<file path="src/rtl/iter_divider_pkg.sv">
// Shared types and constants for the iterative RV64M divider.
// Op encodings mirror the ALU-side DivSel decode.
package iter_divider_pkg;

    localparam int XLEN  = 64;
    localparam int CNT_W = 7;

    localparam logic [1:0] DIV_DIV  = 2'b00;
    localparam logic [1:0] DIV_DIVU = 2'b01;
    localparam logic [1:0] DIV_REM  = 2'b10;
    localparam logic [1:0] DIV_REMU = 2'b11;

    localparam logic [CNT_W-1:0] N_DW = 7'd64;
    localparam logic [CNT_W-1:0] N_W  = 7'd32;

    localparam logic [XLEN-1:0] MIN_D = {1'b1, {(XLEN-1){1'b0}}};
    localparam logic [XLEN-1:0] MIN_W = {{(XLEN-31){1'b1}}, {31{1'b0}}};

    typedef enum logic [1:0] {
        ST_IDLE,
        ST_BUSY,
        ST_DONE
    } div_state_e;

    function automatic logic [XLEN-1:0] sext_word(input logic [XLEN-1:0] v);
        return {{(XLEN-32){v[31]}}, v[31:0]};
    endfunction

    function automatic logic [XLEN-1:0] zext_word(input logic [XLEN-1:0] v);
        return {{(XLEN-32){1'b0}}, v[31:0]};
    endfunction

endpackage

</file>
<file path="src/rtl/iter_divider_if.sv">
// Request/response handshake between the execute stage and the divider.
interface iter_divider_if;
    import iter_divider_pkg::*;

    logic            in_valid;
    logic            in_ready;
    logic [1:0]      div_op;
    logic            is_word;
    logic [XLEN-1:0] src1;
    logic [XLEN-1:0] src2;
    logic            out_valid;
    logic            out_ready;
    logic [XLEN-1:0] result;

    modport master (
        output in_valid, div_op, is_word, src1, src2, out_ready,
        input  in_ready, out_valid, result
    );

    modport slave (
        input  in_valid, div_op, is_word, src1, src2, out_ready,
        output in_ready, out_valid, result
    );

endinterface

</file>
<file path="src/rtl/iter_divider_div_step.sv">
// One radix-2 restoring step: shift in the next dividend bit and trial-subtract.
module div_step
    import iter_divider_pkg::*;
(
    input  logic [XLEN-1:0] rem_i,
    input  logic            msb_i,
    input  logic [XLEN-1:0] divisor_i,
    output logic [XLEN-1:0] rem_o,
    output logic            q_o
);
    // One extra bit: the shifted remainder can reach 2*divisor-1.
    logic [XLEN:0] shifted;
    logic [XLEN:0] trial;

    always_comb begin
        shifted = {rem_i, msb_i};
        trial   = shifted - {1'b0, divisor_i};
        q_o     = ~trial[XLEN];
        rem_o   = q_o ? trial[XLEN-1:0] : shifted[XLEN-1:0];
    end

endmodule

</file>
<file path="src/rtl/iter_divider.sv">
// Multi-cycle restoring divider for DIV/DIVU/REM/REMU and their W forms.
//   state | meaning
//   IDLE  | in_ready=1, waiting for an op
//   BUSY  | one quotient bit per cycle, counter counts down from N
//   DONE  | out_valid=1, result held until out_ready
module iter_divider
    import iter_divider_pkg::*;
(
    input  logic          clk,
    input  logic          rst_n,
    input  logic          flush,
    iter_divider_if.slave dif
);
    div_state_e       state_q;
    logic [CNT_W-1:0] cnt_q;
    logic [XLEN-1:0]  rem_q;
    logic [XLEN-1:0]  dvd_q;
    logic [XLEN-1:0]  dvs_q;
    logic [XLEN-1:0]  result_q;
    logic             neg_q;
    logic             rem_sel_q;
    logic             word_q;
    logic             in_ready_q;
    logic             out_valid_q;

    logic             is_signed;
    logic             rem_sel;
    logic [XLEN-1:0]  a_ext;
    logic [XLEN-1:0]  b_ext;
    logic [XLEN-1:0]  a_abs;
    logic [XLEN-1:0]  b_abs;
    logic             a_neg;
    logic             b_neg;
    logic             div_zero;
    logic             overflow;
    logic [XLEN-1:0]  special_res;

    always_comb begin
        is_signed = (dif.div_op == DIV_DIV) || (dif.div_op == DIV_REM);
        rem_sel   = (dif.div_op == DIV_REM) || (dif.div_op == DIV_REMU);
        if (dif.is_word) begin
            a_ext = is_signed ? sext_word(dif.src1) : zext_word(dif.src1);
            b_ext = is_signed ? sext_word(dif.src2) : zext_word(dif.src2);
        end else begin
            a_ext = dif.src1;
            b_ext = dif.src2;
        end
        a_neg    = is_signed & a_ext[XLEN-1];
        b_neg    = is_signed & b_ext[XLEN-1];
        a_abs    = a_neg ? -a_ext : a_ext;
        b_abs    = b_neg ? -b_ext : b_ext;
        div_zero = (b_ext == '0);
        overflow = is_signed && (b_ext == '1) &&
                   (a_ext == (dif.is_word ? MIN_W : MIN_D));
        if (div_zero) begin
            special_res = rem_sel ? a_ext : '1;
        end else begin
            special_res = rem_sel ? '0 : a_ext;
        end
        if (dif.is_word) begin
            special_res = sext_word(special_res);
        end
    end

    logic [XLEN-1:0] rem_d;
    logic [XLEN-1:0] dvd_d;
    logic            q_bit;
    logic [XLEN-1:0] raw_res;
    logic [XLEN-1:0] signed_res;
    logic [XLEN-1:0] final_res;

    div_step u_step (
        .rem_i     (rem_q),
        .msb_i     (dvd_q[XLEN-1]),
        .divisor_i (dvs_q),
        .rem_o     (rem_d),
        .q_o       (q_bit)
    );

    // The dividend register doubles as the quotient shift register.
    always_comb begin
        dvd_d      = {dvd_q[XLEN-2:0], q_bit};
        raw_res    = rem_sel_q ? rem_d : dvd_d;
        signed_res = neg_q ? -raw_res : raw_res;
        final_res  = word_q ? sext_word(signed_res) : signed_res;
    end

    always_ff @(posedge clk) begin
        if (!rst_n) begin
            state_q     <= ST_IDLE;
            cnt_q       <= '0;
            rem_q       <= '0;
            dvd_q       <= '0;
            dvs_q       <= '0;
            result_q    <= '0;
            neg_q       <= 1'b0;
            rem_sel_q   <= 1'b0;
            word_q      <= 1'b0;
            in_ready_q  <= 1'b1;
            out_valid_q <= 1'b0;
        end else if (flush) begin
            state_q     <= ST_IDLE;
            cnt_q       <= '0;
            in_ready_q  <= 1'b1;
            out_valid_q <= 1'b0;
        end else begin
            case (state_q)
                ST_IDLE: begin
                    if (dif.in_valid) begin
                        rem_q      <= '0;
                        // W forms start with the 32-bit dividend at the top so 32 steps suffice.
                        dvd_q      <= dif.is_word ? {a_abs[31:0], {(XLEN-32){1'b0}}} : a_abs;
                        dvs_q      <= b_abs;
                        neg_q      <= rem_sel ? a_neg : (a_neg ^ b_neg);
                        rem_sel_q  <= rem_sel;
                        word_q     <= dif.is_word;
                        in_ready_q <= 1'b0;
                        if (div_zero || overflow) begin
                            result_q    <= special_res;
                            out_valid_q <= 1'b1;
                            state_q     <= ST_DONE;
                        end else begin
                            cnt_q   <= dif.is_word ? N_W : N_DW;
                            state_q <= ST_BUSY;
                        end
                    end
                end
                ST_BUSY: begin
                    rem_q <= rem_d;
                    dvd_q <= dvd_d;
                    cnt_q <= cnt_q - 1'b1;
                    if (cnt_q == 7'd1) begin
                        result_q    <= final_res;
                        out_valid_q <= 1'b1;
                        state_q     <= ST_DONE;
                    end
                end
                ST_DONE: begin
                    if (dif.out_ready) begin
                        out_valid_q <= 1'b0;
                        in_ready_q  <= 1'b1;
                        state_q     <= ST_IDLE;
                    end
                end
                default: begin
                    state_q     <= ST_IDLE;
                    in_ready_q  <= 1'b1;
                    out_valid_q <= 1'b0;
                end
            endcase
        end
    end

    assign dif.in_ready  = in_ready_q;
    assign dif.out_valid = out_valid_q;
    assign dif.result    = result_q;

endmodule

</file>
<file path="src/flat_wrapper.sv">
// flat-port wrapper written by rule: the top's interface ports become plain ports
module iter_divider_flat import iter_divider_pkg::*;
  (clk, rst_n, flush, dif_in_valid, dif_div_op, dif_is_word, dif_src1, dif_src2, dif_out_ready, dif_in_ready, dif_out_valid, dif_result);
  iter_divider_if dif_i ();
  input  logic clk;
  input  logic rst_n;
  input  logic flush;
  input wire logic [$bits(dif_i.in_valid)-1:0] dif_in_valid;
  input wire logic [$bits(dif_i.div_op)-1:0] dif_div_op;
  input wire logic [$bits(dif_i.is_word)-1:0] dif_is_word;
  input wire logic [$bits(dif_i.src1)-1:0] dif_src1;
  input wire logic [$bits(dif_i.src2)-1:0] dif_src2;
  input wire logic [$bits(dif_i.out_ready)-1:0] dif_out_ready;
  output wire logic [$bits(dif_i.in_ready)-1:0] dif_in_ready;
  output wire logic [$bits(dif_i.out_valid)-1:0] dif_out_valid;
  output wire logic [$bits(dif_i.result)-1:0] dif_result;
  assign dif_i.in_valid = dif_in_valid;
  assign dif_i.div_op = dif_div_op;
  assign dif_i.is_word = dif_is_word;
  assign dif_i.src1 = dif_src1;
  assign dif_i.src2 = dif_src2;
  assign dif_i.out_ready = dif_out_ready;
  assign dif_in_ready = dif_i.in_ready;
  assign dif_out_valid = dif_i.out_valid;
  assign dif_result = dif_i.result;
  iter_divider u_core (.clk(clk), .rst_n(rst_n), .flush(flush), .dif(dif_i));
endmodule
</file>
<file path="config.mk">
export PLATFORM = sky130hd
export DESIGN_NAME = iter_divider_flat
export DESIGN_NICKNAME = d
export VERILOG_FILES = /design/src/rtl/iter_divider_pkg.sv /design/src/rtl/iter_divider_if.sv /design/src/rtl/iter_divider_div_step.sv /design/src/rtl/iter_divider.sv /design/src/flat_wrapper.sv
export SDC_FILE = /design/constraint.sdc
export NUM_CORES = 1
export LEC_CHECK = 0
export CAP_MARGIN = 20
export CELL_PAD_IN_SITES_DETAIL_PLACEMENT = 0
export CELL_PAD_IN_SITES_GLOBAL_PLACEMENT = 2
export CORE_MARGIN = 2
export CORE_UTILIZATION = 36
export CTS_CLUSTER_DIAMETER = 60
export DETAILED_ROUTE_END_ITERATION = 6
export GPL_ROUTABILITY_DRIVEN = 0
export PLACE_DENSITY_LB_ADDON = 0.1
export SYNTH_ARGS = -nofsm -noshare
export SYNTH_HDL_FRONTEND = slang
export SYNTH_SLANG_ARGS = --single-unit
</file>
<file path="constraint.sdc">
create_clock -name clk -period 8.5 [get_ports clk]
set_input_delay 2.125 -clock clk [delete_from_list [all_inputs] [get_ports clk]]
set_output_delay 2.125 -clock clk [all_outputs]
set_load 0.01 [all_outputs]
</file>
==> results.ini <==
[floorplanning]
core-area_um2=64300
start_util_pct=36.4
die_area_um2=67100
die_w_um=259
rows=93
die_height_um=259
ios=202

[pwr]
power_density_nw_per_um2=154
peakVddDrop_uv=130
p_total_uw=4200
p_leak_uw=0.00977

[cells_and_area]
nFillCells=6757
syn2layout_area_growth_pct=16.6
layout_common_cells=nor2_1, a21oi_1, nand2_1
nNetsFinal=3638
final_layout_size_suffix_gt1_share_pct=5.92
final-seq-area_um2=5410
multiInputGateArea_um2=16600
final_common_cell=nor2_1

[job]
cap_violations=0

[sta]
rsz0062_at_grt=no
period_share_pct=82.2
slew_headroom_pct=3.46
clock_skew_ps=54.7
clock.fmax_mhz=143
finalHoldViolations=0
worst_pin_slew_ps=1430
setup_viol=0
min_period_ps=6990
drv_slew=0
layout_setup_ws_ps=1510
setup-tns-final_ps=0

[clock_network]
post_cts_buffers=0
cts_tree=done
clockBufferDepth=3
path_clk_slew_ps=50
cts_root_buf=clkbuf_16
cts_sinks=270
cts-resized-gates=0
cts_max_level=2
cts_hold_buf=0
clk_latency_ps=610
cts_buffers=41

[synth]
synth_area_um2=23400
async_reset_ff_share_pct=0
synthAdderAreaFrac_pct=5.11
synth-edff-count=0
syn_nets=3594
yosysWarningCount=0
seq_area_frac_synth_pct=23.1
ys_ff_latch=270
syn_area_per_cell_um2=6.91
synth-compound-area-share_pct=31.4
synth.distinct_cells=97
yosys.area_share.simple_pct=24.7
syn_inst=3387
synth_xor_area_share_pct=7.22
yosys_most_used_dff=dfxtp_1
synth_top_family_by_area=compound AO/OA/AOI/OAI gates
synthMuxAreaShare_pct=1.96

[run_status]
outcome=completed

[drt]
dr.pass1.iters=7
wirelength_mm=114
postRouteAntennaNets=0
routed_via_density=6.21
wl_per_cell_um=26.3
num_vias=26814
drc=0
dr.first_iter.drc_count=2869

[worst_setup_path]
crit_chain=clkdlybuf4s50_1 -> inv_1 -> ha_1 -> or3b_2 -> nor4_1 -> nand4_1 -> nor4b_2 -> a31oi_1 -> o211ai_1 -> and2_1 -> buf_4 -> nand2_1 -> a21oi_1 -> a22o_1
path_buf_inv=3
required_ps=9030
slowest_stage=nor4_1
endpoint_kind=flip-flop
cp_top_family=simple AND/OR/NAND/NOR gates
critPathMaxFanout=23
worst_setup_path_start_kind=input pin
cp_slowest_stage_delay_ps=770
arrival_ps=7520
crit_type=in2reg

[place]
dp_hpwl_mm=87.9
pre_cts_ws_ps=1050
port_buffers=201

[global_routing]
grt_usage_pct=33.0
grt_start_max_net_pins=95
grt_pass1_vias=25243
antenna_found_initial=6
grt_overflow=0
grt_pass1_wl_mm=167

[hold_path]
hold_path.class=reg2reg

[worst min-delay path: stages, from the launching register on]
cell     delay [ps]
dfxtp_1         300
nand2_1          50
a21oi_1          50
[kinds of logic (layout without fill, tap and decap cells)]
family	after synthesis	in the layout
AND/OR/NAND/NOR	1257	1257
other	0	3
XOR/XNOR	193	193
adder cells (fa/ha/maj)	101	101
buffers and inverters	373	449
flip-flops	270	270
AO/OA/AOI/OAI	1148	1148
multiplexers	45	45
[cell type report]
type	count	share of cell area, %
flip-flops and latches	270	19.8
clock buffers	53	4.07
diodes	3	0.0275
repair buffers	254	8.94
well taps	855	3.92
inverters	120	1.67
multi-input cells	2744	60.7
clock inverters	22	0.889
[worst paths after layout]
path	from	endpoint	slack, ps	depth (start not counted)
worst max-delay path	dif_src2[0]	u_core.dif.result[29]	1510	14
worst min-delay path	u_core.dvs_q[50]	u_core.dvs_q[50]	450	2
worst max register to register	u_core.dvd_q[63]	u_core.dif.result[63]	1770	19
worst min register to register	u_core.dvs_q[50]	u_core.dvs_q[50]	450	2
[metal layers]
metal,part of all wire [%],vias to the layer above,global-route usage [%]
met4,3.4,6,10.7
met2,44,1243,51.5
met5,0.030,-,0
met1,44,12935,45.7
met3,8.6,188,5.99
li1,-,12442,-
[where the power goes]
part	total (uW)	leakage, uW	internal, uW	switching [uW]
Sequential	1360	0.00220	1310	51.5
Combinational	1120	0.00692	362	761
Clock	1720	0.000660	1000	718
Total	4200	0.00977	2670	1530
[metrics by stage]
step                instances  utilization (%)  instance area, um^2  hold WS [ps]
CTS                      4318             42.4                27300           451
floorplan                3387                -                23400           432
global placement         4241             40.2                25900           444
finish                   4321             42.4                27300           451
global route             4320             42.4                27300           470
detailed placement       4243             40.3                25900           444
[state kept, by name, summed over array words and instances (netlist names)]
name	cells
u_core.cnt_q	7
u_core.dif.in_ready	1
u_core.dif.out_valid	1
u_core.dif.result	64
u_core.dvd_q	64
u_core.dvs_q	64
u_core.neg_q	1
u_core.rem_q	64
u_core.rem_sel_q	1
u_core.state_q	2
u_core.word_q	1
[Yosys cell counts, types with 9 or more instances]
cell type  count  area, um^2
a2111oi_0     11        96.3
a211oi_1      83         623
a21o_1        31         233
a21oi_1      374        1870
a221oi_1      14         123
a22o_1        15         131
a22oi_1       27         203
a2bb2oi_1      9        78.8
a311oi_1      23         201
a31o_2        13         114
a31oi_1       43         269
and2_1        20         125
and3_1        13        81.3
buf_1         25        93.8
buf_2         31         155
clkbuf_1     187         702
dfxtp_1      270        5410
ha_1          70         876
inv_1        119         447
maj3_1        30         300
mux2i_1       38         380
nand2_1      353        1330
nand2b_1      15        93.8
nand3_1       60         300
nand4_1       55         344
nor2_1       469        1760
nor2b_1       23         144
nor3_1        89         445
nor3b_1       10        75.1
nor4_1        42         263
o211ai_1      59         443
o21a_1        16         120
o21ai_0      220        1100
o21ai_1       20         100
o21bai_1      15         113
o221ai_1       9        78.8
o31a_1        10        87.6
o31ai_1       57         428
o41ai_1       24         210
or2_2         15        93.8
or3_1         20         125
or4_1         25         188
xnor2_1      119        1040
xor2_1        74         648
Note: power is estimated with default switching activity, not from simulation.
